**config.mk**
```make
export PLATFORM = sky130hd
export DESIGN_NAME = ps2_mouse_writer
export DESIGN_NICKNAME = d
export VERILOG_FILES = /design/src/rtl/mouse_pkg.sv /design/src/rtl/ps2_rx.sv /design/src/rtl/ps2_mouse_writer.sv
export SDC_FILE = /design/constraint.sdc
export NUM_CORES = 1
export LEC_CHECK = 0
export CAP_MARGIN = 10
export CORE_MARGIN = 2
export CORE_UTILIZATION = 30
export CTS_CLUSTER_SIZE = 28
export DETAILED_ROUTE_END_ITERATION = 10
export GPL_TIMING_DRIVEN = 0
export HOLD_SLACK_MARGIN = 0.12
export PLACE_DENSITY_LB_ADDON = 0.12
export SLEW_MARGIN = 5
export SYNTH_ARGS = -nofsm -noshare
export SYNTH_HDL_FRONTEND = slang
export SYNTH_HIERARCHICAL = 1
export SYNTH_SLANG_ARGS = --single-unit
```
**constraint.sdc**
```tcl
create_clock -name clk -period 9 [get_ports clk]
set_clock_uncertainty 0.15 [all_clocks]
set_input_delay 2.7 -clock clk [delete_from_list [all_inputs] [get_ports clk]]
set_output_delay 2.7 -clock clk [all_outputs]
set_load 0.005 [all_outputs]
```
**src/rtl/mouse_pkg.sv**
```systemverilog
// Shared types and constants for the PS/2 mouse writer: packet FSM states,
// mouse memory word addresses, status-byte bit positions and position clamping.
package mouse_pkg;

    localparam int unsigned POS_W  = 16;
    localparam int unsigned ACC_W  = 18;
    localparam int unsigned DATA_W = 32;
    localparam int unsigned ADDR_W = 2;

    typedef enum logic [2:0] {
        IDLE,
        B1,
        B2,
        UPD,
        WX,
        WY,
        WB
    } state_t;

    localparam logic [ADDR_W-1:0] MOUSE_ADDR_X   = 2'd0;
    localparam logic [ADDR_W-1:0] MOUSE_ADDR_Y   = 2'd1;
    localparam logic [ADDR_W-1:0] MOUSE_ADDR_BTN = 2'd2;

    localparam int unsigned BTN_L   = 0;
    localparam int unsigned BTN_R   = 1;
    localparam int unsigned BTN_M   = 2;
    localparam int unsigned ALWAYS1 = 3;
    localparam int unsigned XS      = 4;
    localparam int unsigned YS      = 5;
    localparam int unsigned XO      = 6;
    localparam int unsigned YO      = 7;

    // Status byte fields kept after the sync bit has been checked.
    typedef struct packed {
        logic       y_ovf;
        logic       x_ovf;
        logic       y_sign;
        logic       x_sign;
        logic [2:0] btn;
    } mouse_status_t;

    // Clamp a signed intermediate position into [0, size-1].
    function automatic logic [POS_W-1:0] clamp_pos(input logic signed [ACC_W-1:0] v,
                                                   input int unsigned size);
        logic signed [ACC_W-1:0] hi;
        hi = $signed(ACC_W'(size - 1));
        if (v < 0) begin
            return '0;
        end else if (v > hi) begin
            return POS_W'(size - 1);
        end else begin
            return POS_W'(v);
        end
    endfunction

endpackage

```
**src/rtl/ps2_rx.sv**
```systemverilog
// PS/2 byte receiver: pad synchronisers, falling-edge sampling, 11-bit frame
// checks and idle watchdog. Parity checking is enabled by MOUSE_PARITY_CHECK_EN.
module ps2_rx #(
    parameter int unsigned TIMEOUT_CYCLES = 50000
) (
    input  logic       clk,
    input  logic       reset,
    input  logic       ps2_clk,
    input  logic       ps2_data,
    output logic [7:0] rx_byte,
    output logic       byte_valid,
    output logic       err
);

    localparam int unsigned WD_W  = $clog2(TIMEOUT_CYCLES + 1);
    localparam int unsigned CNT_W = 4;

    logic [1:0]       clk_sync;
    logic [1:0]       data_sync;
    logic             clk_d;
    logic             fall_c;
    logic             bit_c;
    logic [CNT_W-1:0] bit_cnt;
    logic [7:0]       shreg;
    logic [WD_W-1:0]  wd_cnt;
`ifdef MOUSE_PARITY_CHECK_EN
    logic             par_bit;
`endif

    // Two-flop synchronisers; idle level of both lines is high.
    always_ff @(posedge clk or negedge reset) begin
        if (!reset) begin
            clk_sync  <= 2'b11;
            data_sync <= 2'b11;
            clk_d     <= 1'b1;
        end else begin
            clk_sync  <= {clk_sync[0], ps2_clk};
            data_sync <= {data_sync[0], ps2_data};
            clk_d     <= clk_sync[1];
        end
    end

    assign fall_c = clk_d & ~clk_sync[1];
    assign bit_c  = data_sync[1];

    // Frame sequencer: bit 0 start, 1..8 data, 9 parity, 10 stop.
    always_ff @(posedge clk or negedge reset) begin
        if (!reset) begin
            bit_cnt    <= '0;
            shreg      <= '0;
            wd_cnt     <= '0;
            rx_byte    <= '0;
            byte_valid <= 1'b0;
            err        <= 1'b0;
`ifdef MOUSE_PARITY_CHECK_EN
            par_bit    <= 1'b0;
`endif
        end else begin
            byte_valid <= 1'b0;
            err        <= 1'b0;
            if (fall_c) begin
                wd_cnt <= '0;
                case (bit_cnt)
                    CNT_W'(0): begin
                        if (!bit_c) begin
                            bit_cnt <= CNT_W'(1);
                        end else begin
                            err <= 1'b1;
                        end
                    end
                    CNT_W'(9): begin
`ifdef MOUSE_PARITY_CHECK_EN
                        par_bit <= bit_c;
`endif
                        bit_cnt <= CNT_W'(10);
                    end
                    CNT_W'(10): begin
                        bit_cnt <= '0;
                        if (!bit_c) begin
                            err <= 1'b1;
`ifdef MOUSE_PARITY_CHECK_EN
                        end else if (!(^{shreg, par_bit})) begin
                            err <= 1'b1;
`endif
                        end else begin
                            rx_byte    <= shreg;
                            byte_valid <= 1'b1;
                        end
                    end
                    default: begin
                        shreg   <= {bit_c, shreg[7:1]};
                        bit_cnt <= bit_cnt + CNT_W'(1);
                    end
                endcase
            end else if (bit_cnt != '0) begin
                if (wd_cnt == WD_W'(TIMEOUT_CYCLES - 1)) begin
                    wd_cnt  <= '0;
                    bit_cnt <= '0;
                    err     <= 1'b1;
                end else begin
                    wd_cnt <= wd_cnt + WD_W'(1);
                end
            end
        end
    end

endmodule

```
**src/rtl/ps2_mouse_writer.sv**
```systemverilog
// Turns 3-byte PS/2 mouse packets into clamped X/Y and button writes to the
// mouse memory. MOUSE_PARITY_CHECK_EN enables parity rejection in the receiver.
module ps2_mouse_writer
    import mouse_pkg::*;
#(
    parameter int unsigned SCREEN_W       = 640,
    parameter int unsigned SCREEN_H       = 480,
    parameter int unsigned TIMEOUT_CYCLES = 50000
) (
    input  logic              clk,
    input  logic              reset,
    input  logic              ps2_clk,
    input  logic              ps2_data,
    output logic              mem_we,
    output logic [ADDR_W-1:0] mem_addr,
    output logic [DATA_W-1:0] mem_wdata,
    output logic              frame_err
);

    logic [7:0]              rx_byte;
    logic                    rx_valid;
    logic                    rx_err;

    logic [7:0]              hold_byte;
    logic                    hold_valid;
    logic                    consume_c;

    state_t                  state, state_nxt;
    mouse_status_t           status_q, status_nxt;
    logic [7:0]              dx_q, dx_nxt;
    logic [7:0]              dy_q, dy_nxt;
    logic [POS_W-1:0]        x_pos, x_nxt;
    logic [POS_W-1:0]        y_pos, y_nxt;
    logic [2:0]              btn_q, btn_nxt;
    logic                    we_nxt;
    logic [ADDR_W-1:0]       addr_nxt;
    logic [DATA_W-1:0]       wdata_nxt;

    logic [8:0]              dx9_c, dy9_c;
    logic signed [ACC_W-1:0] x_sum_c, y_sum_c;
    logic [POS_W-1:0]        x_clamp_c, y_clamp_c;

    ps2_rx #(
        .TIMEOUT_CYCLES (TIMEOUT_CYCLES)
    ) u_rx (
        .clk        (clk),
        .reset      (reset),
        .ps2_clk    (ps2_clk),
        .ps2_data   (ps2_data),
        .rx_byte    (rx_byte),
        .byte_valid (rx_valid),
        .err        (rx_err)
    );

    assign frame_err = rx_err;

    // Single-entry holding register; a new byte overwrites an unconsumed one.
    always_ff @(posedge clk or negedge reset) begin
        if (!reset) begin
            hold_byte  <= '0;
            hold_valid <= 1'b0;
        end else if (rx_valid) begin
            hold_byte  <= rx_byte;
            hold_valid <= 1'b1;
        end else if (consume_c) begin
            hold_valid <= 1'b0;
        end
    end

    // Deltas are 9-bit two's complement; overflow flags zero them.
    always_comb begin
        dx9_c     = status_q.x_ovf ? 9'd0 : {status_q.x_sign, dx_q};
        dy9_c     = status_q.y_ovf ? 9'd0 : {status_q.y_sign, dy_q};
        x_sum_c   = $signed({2'b00, x_pos}) + $signed({{(ACC_W-9){dx9_c[8]}}, dx9_c});
        y_sum_c   = $signed({2'b00, y_pos}) - $signed({{(ACC_W-9){dy9_c[8]}}, dy9_c});
        x_clamp_c = clamp_pos(x_sum_c, SCREEN_W);
        y_clamp_c = clamp_pos(y_sum_c, SCREEN_H);
    end

    always_ff @(posedge clk or negedge reset) begin
        if (!reset) begin
            state     <= IDLE;
            status_q  <= '0;
            dx_q      <= '0;
            dy_q      <= '0;
            x_pos     <= POS_W'(SCREEN_W / 2);
            y_pos     <= POS_W'(SCREEN_H / 2);
            btn_q     <= '0;
            mem_we    <= 1'b0;
            mem_addr  <= '0;
            mem_wdata <= '0;
        end else begin
            state     <= state_nxt;
            status_q  <= status_nxt;
            dx_q      <= dx_nxt;
            dy_q      <= dy_nxt;
            x_pos     <= x_nxt;
            y_pos     <= y_nxt;
            btn_q     <= btn_nxt;
            mem_we    <= we_nxt;
            mem_addr  <= addr_nxt;
            mem_wdata <= wdata_nxt;
        end
    end

    // Write-port registers are loaded one state early so the strobe lines up with WX/WY/WB.
    always_comb begin
        state_nxt  = state;
        status_nxt = status_q;
        dx_nxt     = dx_q;
        dy_nxt     = dy_q;
        x_nxt      = x_pos;
        y_nxt      = y_pos;
        btn_nxt    = btn_q;
        consume_c  = 1'b0;
        we_nxt     = 1'b0;
        addr_nxt   = mem_addr;
        wdata_nxt  = mem_wdata;

        case (state)
            IDLE: begin
                if (hold_valid) begin
                    consume_c = 1'b1;
                    if (hold_byte[ALWAYS1]) begin
                        status_nxt.y_ovf  = hold_byte[YO];
                        status_nxt.x_ovf  = hold_byte[XO];
                        status_nxt.y_sign = hold_byte[YS];
                        status_nxt.x_sign = hold_byte[XS];
                        status_nxt.btn    = {hold_byte[BTN_M], hold_byte[BTN_R], hold_byte[BTN_L]};
                        state_nxt         = B1;
                    end
                end
            end
            B1: begin
                if (hold_valid) begin
                    consume_c = 1'b1;
                    dx_nxt    = hold_byte;
                    state_nxt = B2;
                end
            end
            B2: begin
                if (hold_valid) begin
                    consume_c = 1'b1;
                    dy_nxt    = hold_byte;
                    state_nxt = UPD;
                end
            end
            UPD: begin
                x_nxt     = x_clamp_c;
                y_nxt     = y_clamp_c;
                btn_nxt   = status_q.btn;
                we_nxt    = 1'b1;
                addr_nxt  = MOUSE_ADDR_X;
                wdata_nxt = DATA_W'(x_clamp_c);
                state_nxt = WX;
            end
            WX: begin
                we_nxt    = 1'b1;
                addr_nxt  = MOUSE_ADDR_Y;
                wdata_nxt = DATA_W'(y_pos);
                state_nxt = WY;
            end
            WY: begin
                we_nxt    = 1'b1;
                addr_nxt  = MOUSE_ADDR_BTN;
                wdata_nxt = {{(DATA_W-3){1'b0}}, btn_q};
                state_nxt = WB;
            end
            WB: begin
                state_nxt = IDLE;
            end
            default: begin
                state_nxt = IDLE;
            end
        endcase

`ifdef MOUSE_PARITY_CHECK_EN
        if (rx_err && (state == IDLE || state == B1 || state == B2)) begin
            state_nxt = IDLE;
        end
`endif
    end

endmodule

```
; Word level (Yosys, flattened, before mapping)
; Index checks and enable logic that the tools add are counted.
[word_totals]
register_bits = 148
latch_bits = 0
ram_bits = 0
rom_bits = 0
in_bits = 4
out_inout_bits = 36
word_cells = 100
mem_count = 0
[classes]
addsub = 4
multipliers = 0
div = 0
magnitude_cmp = 4
n_eq_ne = 13
shifts = 0
mux = 34
bitwise = 3
n_reduce_logical = 17
[op_table]
columns = operator, n
row1 = 16-bit 2-to-1 mux, 7
row2 = 32-bit one-hot mux with 3 select lines, 1
row3 = "18-bit by 1-bit less-than comparator with 1-bit output, second input constant", 2
row4 = 17-bit by 9-bit adder with 18-bit output, 1
row5 = "18-bit by 10-bit > comparator with 1-bit output, second input constant", 1
row6 = "18-bit by 11-bit > comparator with 1-bit output, second input constant", 1
row7 = 9-bit 2-to-1 mux, 2
row8 = 3-bit one-hot mux with 6 select lines, 1
row9 = 17-bit by 9-bit subtractor with 18-bit output, 1
row10 = "16-bit by 1-bit adder with 16-bit output, second input constant", 1
row11 = "16-bit == test, second input constant", 1
row12 = 4-bit 2-to-1 mux, 4
row13 = 1-bit 2-to-1 mux, 12
row14 = 3-bit 2-to-1 mux, 4
row15 = 4-bit one-hot mux with 3 select lines, 1
row16 = 3-bit AND reduction, 3
row17 = 3-bit OR reduction, 3
row18 = "4-bit == test, second input constant", 2
row19 = "2-bit != test, second input constant", 4
row20 = "3-bit by 2-bit == test with 1-bit output, second input constant", 2
row21 = "3-bit == test, second input constant", 2
row22 = 2-bit one-hot mux with 3 select lines, 1
row23 = 2-bit AND reduction, 3
row24 = 2-bit nonzero test, 3
row25 = other kinds (11), 12

; Depth between registers and ports, before layout
[logic_depth]
ltp_word = 6
ltp_mapped = 15
ltp_nobuf = 13

; Modules after synthesis
; Netlist, hierarchy kept.
[by_module_without_submodules]
columns = mod, n_inst, cells_each, area_each_um2, seq_area_each_um2
row1 = ps2_mouse_writer, 1, 533, 5476.5, 2234.6
row2 = ps2_rx, 1, 197, 2132.0, 1082.3

; Worst setup path before layout
; Ideal clock, no wire load.
[synth_path]
kind = register -> register
from = register status_q[5] in the netlist's numbering
to = register mem_wdata[5]
setup_ns = 0.126
arrival_ns = 3.133
t_required_ns = 8.724
path_slack_ns = 5.591
path_stages_with_launch = 16
n_path_buf = 2
period_less_slack_ns = 3.409
cell_sequence = dfrtp_1 -> buf_6 -> and2b_1 -> ha_1 -> inv_1 -> fa_1 -> nand2b_1 -> a21o_1 -> a21oi_1 -> a41oi_1 -> nor3_1 -> o211ai_1 -> nor4b_4 -> buf_6 -> a21oi_2 -> a221o_1
[synth_between]
elab_chain_cells = 6
elab_cells_between_ends = 7
cone_classes = add/sub: 1 / order compare: 2 / mux: 4
[synth_rtl]
columns = item, line
row1 = start: declaration, ps2_mouse_writer.sv:29  ; mouse_status_t status_q, status_nxt;
row2 = start signal: assignment, ps2_mouse_writer.sv:94  ; status_q <= status_nxt;
row3 = 9-bit 2-to-1 mux *, ps2_mouse_writer.sv:72  ; dx9_c = status_q.x_ovf ? 9'd0 : {status_q.x_sign, dx_q};
row4 = 17-bit by 9-bit adder with 18-bit output *, ps2_mouse_writer.sv:74  ; x_sum_c = $signed({2'b00, x_pos}) + $signed({{(ACC_W-9){dx9_c[8]}}, dx9_c});
row5 = 18-bit by 11-bit > comparator with 1-bit output, mouse_pkg.sv:49  ; end else if (v > hi) begin
row6 = 16-bit 2-to-1 mux, mouse_pkg.sv:49
row7 = 16-bit 2-to-1 mux *, mouse_pkg.sv:47  ; if (v < 0) begin
row8 = 32-bit one-hot mux with 3 select lines *, ps2_mouse_writer.sv:120  ; case (state)
row9 = end signal: assignment, ps2_mouse_writer.sv:102  ; mem_wdata <= wdata_nxt;
row10 = end: declaration, ps2_mouse_writer.sv:16  ; output logic [DATA_W-1:0] mem_wdata,
; Mark *: on every way between the ends. The rest lies on a longest branch, timed or not. The select of a mux whose other input is x is not followed.
; A chain may end at the register's enable or synchronous reset.

; Worst setup path in the final report
[layout_path]
from = register mem_addr[1]
to = output mem_addr[1]
[layout_rtl]
columns = item, line
row1 = start: declaration, ps2_mouse_writer.sv:15  ; output logic [ADDR_W-1:0] mem_addr,
row2 = start signal: assignment, ps2_mouse_writer.sv:101  ; mem_addr <= addr_nxt;
; No word-level cell between the ends.

==> metrics.yaml <==
timing:
  fin_tns_setup_ps: 0
  slew-limit-headroom_pct: 43.5
  period_share_pct: 46.8
  worst_pin_slew_ps: 845
  hold_viol_final: 0
  setup_viol: 0
  fmax_mhz: 238
  min_period_ps: 4210
  layout_setup_ws_ps: 4790
  rsz0062_at_grt: "no"
  final_max_slew_viol_count: 0
final_layout:
  stdcell_area_um2: 8940
  register_area_um2: 3320
  drive_above_1_share_pct: 19.6
  fin_nets: 824
  multi_input_area_um2: 3960
  fillCellCount: 2523
  diodes: 0
  utilization_pct: 35.7
  area_delta_synth_final_pct: 17.5
min_path:
  min_path_type: "reg -> reg"
  holdPathStages: 0
  holdPathEnd: "u_rx/data_sync[1]"
  min-delay-start: "u_rx/data_sync[0]"
synthesis:
  ys.flop_type: "dfrtp_1"
  synth_seq_area_share_pct: 43.6
  syn_inst: 730
  ys_ff_latch: 132
  synth_edf_count: 0
  syn_area_um2: 7610
  yosysUniqueCellTypes: 87
  syn_avg_cell_area_um2: 10.4
  synthArstFlopShare_pct: 100
  yosysWarnings: 6
pwr:
  netSwitchingPower_uw: 398
  combPwrFrac_pct: 10.7
  ir_drop_mv: 0.117
  p_int_uw: 1140
  leakage_uw: 0.00408
  p_seq_share_pct: 43.0
  swShare_pct: 25.9
  p_per_area_nw_per_um2: 172
  pwr-share-clk_pct: 46.3
  design_power_total_uw: 1540
critical_path:
  worstPathCellList: "clkdlybuf4s50_1"
  cp.arrival_ps: 1360
  endpoint_kind: "output pin"
  crit_type: "reg -> out"
  crit_family: "buffers and inverters"
  critPathLaunchType: "register"
  cp_max_fo: 3
  crit_path_top_delay_cell: "clkdlybuf4s50_1"
  crit_buf_inv: 1
  reg2reg_from: "status_q[5]"
  cp.required_ps: 6150
  rrSetupSlack_ps: 5000
  max_stage_delay_ps: 530
  reg2reg_to: "mem_wdata[5]"
  worstRegToRegCells: 15
routing:
  viasPerCell: 5.08
  wire_per_inst_um: 16.2
  vias: 5747
  drt_pre_antenna_iters: 5
  ant_nets: 0
  remaining_drc_errors: 0
  wirelength_um: 18400
  drtIter0Drc: 354
die:
  dieArea_um2: 26700
  io_pins: 40
  die_h_um: 163
  die_w_um: 163
  coreArea_um2: 25000
  initial_core_util_pct: 30.4
  rows: 58
run_status:
  status: "finished clean"
placement:
  hpwl_um: 13600
  place_area_um2: 8340
  pre_cts_ws_ps: 5030
  portBuffers: 23
  gp_congestion: 0.816
global_route:
  grt_pass1_wl_um: 30500
  grt-ovfl-total: 0
  antenna_found_initial: 0
  first_global_vias: 5748
  grt_usage_pct: 14.5
  grt_max_degree: 73
clocking:
  cts_root_buffer: "clkbuf_16"
  cts.clk_slew.worst_paths_ps: 60
  holdBufCountCts: 0
  cts.sinks: 132
  cts_buffers: 17
  cts_tree: "yes"
  cts_resized: 0
  clk-insertion-delay-late_ps: 420
  post_cts_buffers: 0
  cts_max_level: 4
  cts_buffer_depth: 2
run:
  drv_cap: 0
through the flow:
stage,cells,hold slack (ps)
6_report,1131,205
5_1_grt,1131,207
4_1_cts,1131,205
3_5_place_dp,1099,197
3_3_place_gp,1098,196
2_1_floorplan,745,195
power groups by stage:
stage | registers, uW | logic (uW) | clock network, uW
after floorplan | 663 | 122 | 0
after global placement | 670 | 161 | 0
after detailed placement | 672 | 166 | 0
after CTS | 661 | 166 | 732
after global routing | 667 | 188 | 759
final | 662 | 165 | 713
layer usage:
metal	up-vias	part of all wire [%]	track usage, %	routed length, um
li1	2776	-	-	-
met1	2824	47	19.2	8630
met2	129	48	23.4	8750
met3	18	3.9	2.92	713
met4	0	1.6	5.39	287
met5	-	0	0	0
how the worst max path moves through the flow:
stage | cells past startpoint | slack (ps) | to | startpoint
CTS | 1 | 4760 | mem_wdata[2] | mem_wdata[2]
floorplan | 15 | 5590 | mem_wdata[5] | status_q[5]
global placement | 1 | -300 | u_rx/wd_cnt[0] | reset
finish | 1 | 4790 | mem_addr[1] | mem_addr[1]
global route | 13 | 4670 | y_pos[2] | status_q[6]
detailed placement | 11 | 5030 | y_pos[2] | status_q[6]
registers in the layout, summed over array words and instances, names as in the netlist:
register,cells
u_rx/byte_valid,1
mem_wdata,16
state,3
u_rx/err,1
x_pos,16
u_rx/shreg,8
u_rx/clk_sync,2
u_rx/bit_cnt,4
dx_q,8
btn_q,3
mem_we,1
u_rx/clk_d,1
u_rx/rx_byte,8
hold_valid,1
u_rx/wd_cnt,16
status_q,7
u_rx/data_sync,2
hold_byte,8
mem_addr,2
dy_q,8
y_pos,16
cells in the mapped netlist, types with 5 or more instances:
library cell	number	area (um^2)
dfrtp_1	121	3030
mux2_2	51	574
nand2_1	48	180
a21oi_1	41	205
ha_1	30	375
nor2_1	30	113
inv_1	25	93.8
a21o_1	21	158
nand2b_1	19	119
nand3_1	19	95.1
clkbuf_1	18	67.6
nor3_1	17	85.1
o21ai_0	17	85.1
buf_4	16	120
a31oi_1	15	93.8
nand4_1	15	93.8
and2_1	13	81.3
xor2_1	13	114
o22ai_1	12	75.1
dfstp_2	11	289
xnor2_1	11	96.3
a41oi_1	10	87.6
buf_2	10	50.1
and2b_1	8	60.1
mux2i_1	7	70.1
o21a_1	7	52.6
a22o_1	6	52.6
nor2b_1	6	37.5
o211ai_1	6	45.0
o21bai_1	6	45.0
o31ai_1	6	45.0
a221o_1	5	50.1
or3_1	5	31.3
cell usage in the layout (no fill, tap or decap), drive strengths merged, types with 12 or more instances in the layout:
cell type,synthesis,routed
inv,25,28
a21oi,44,44
and2,13,13
clkbuf,21,44
nor2,31,31
nand2b,20,20
dfrtp,121,121
xor2,13,13
nand3,19,19
a31oi,15,15
clkdlybuf4s50,0,22
a21o,22,22
ha,30,30
o21ai,17,17
o22ai,12,12
nor3,19,19
buf,30,32
nand4,17,17
mux2,51,51
nand2,48,48
conb,1,16
kinds of logic after synthesis:
kind of cell	count (synthesis)	share of synthesized area (%)
AO/OA/AOI/OAI	185	17.7
adder cells (fa/ha/maj)	32	5.46
AND/OR/NAND/NOR	220	16.6
buffers and inverters	77	5.10
other	1	0.0493
XOR/XNOR	25	3.06
multiplexers	58	8.47
flip-flops	132	43.6
cell type report:
cell class / instances / area share, %
multi-input cells: 536 / 44.3
flip-flops and latches: 132 / 37.1
clock buffers: 23 / 5.46
well taps: 330 / 4.62
plain buffers: 51 / 3.25
repair buffers: 24 / 2.90
clock inverters: 9 / 1.32
inverters: 26 / 1.09
Note: power is estimated with default switching activity, not from simulation.
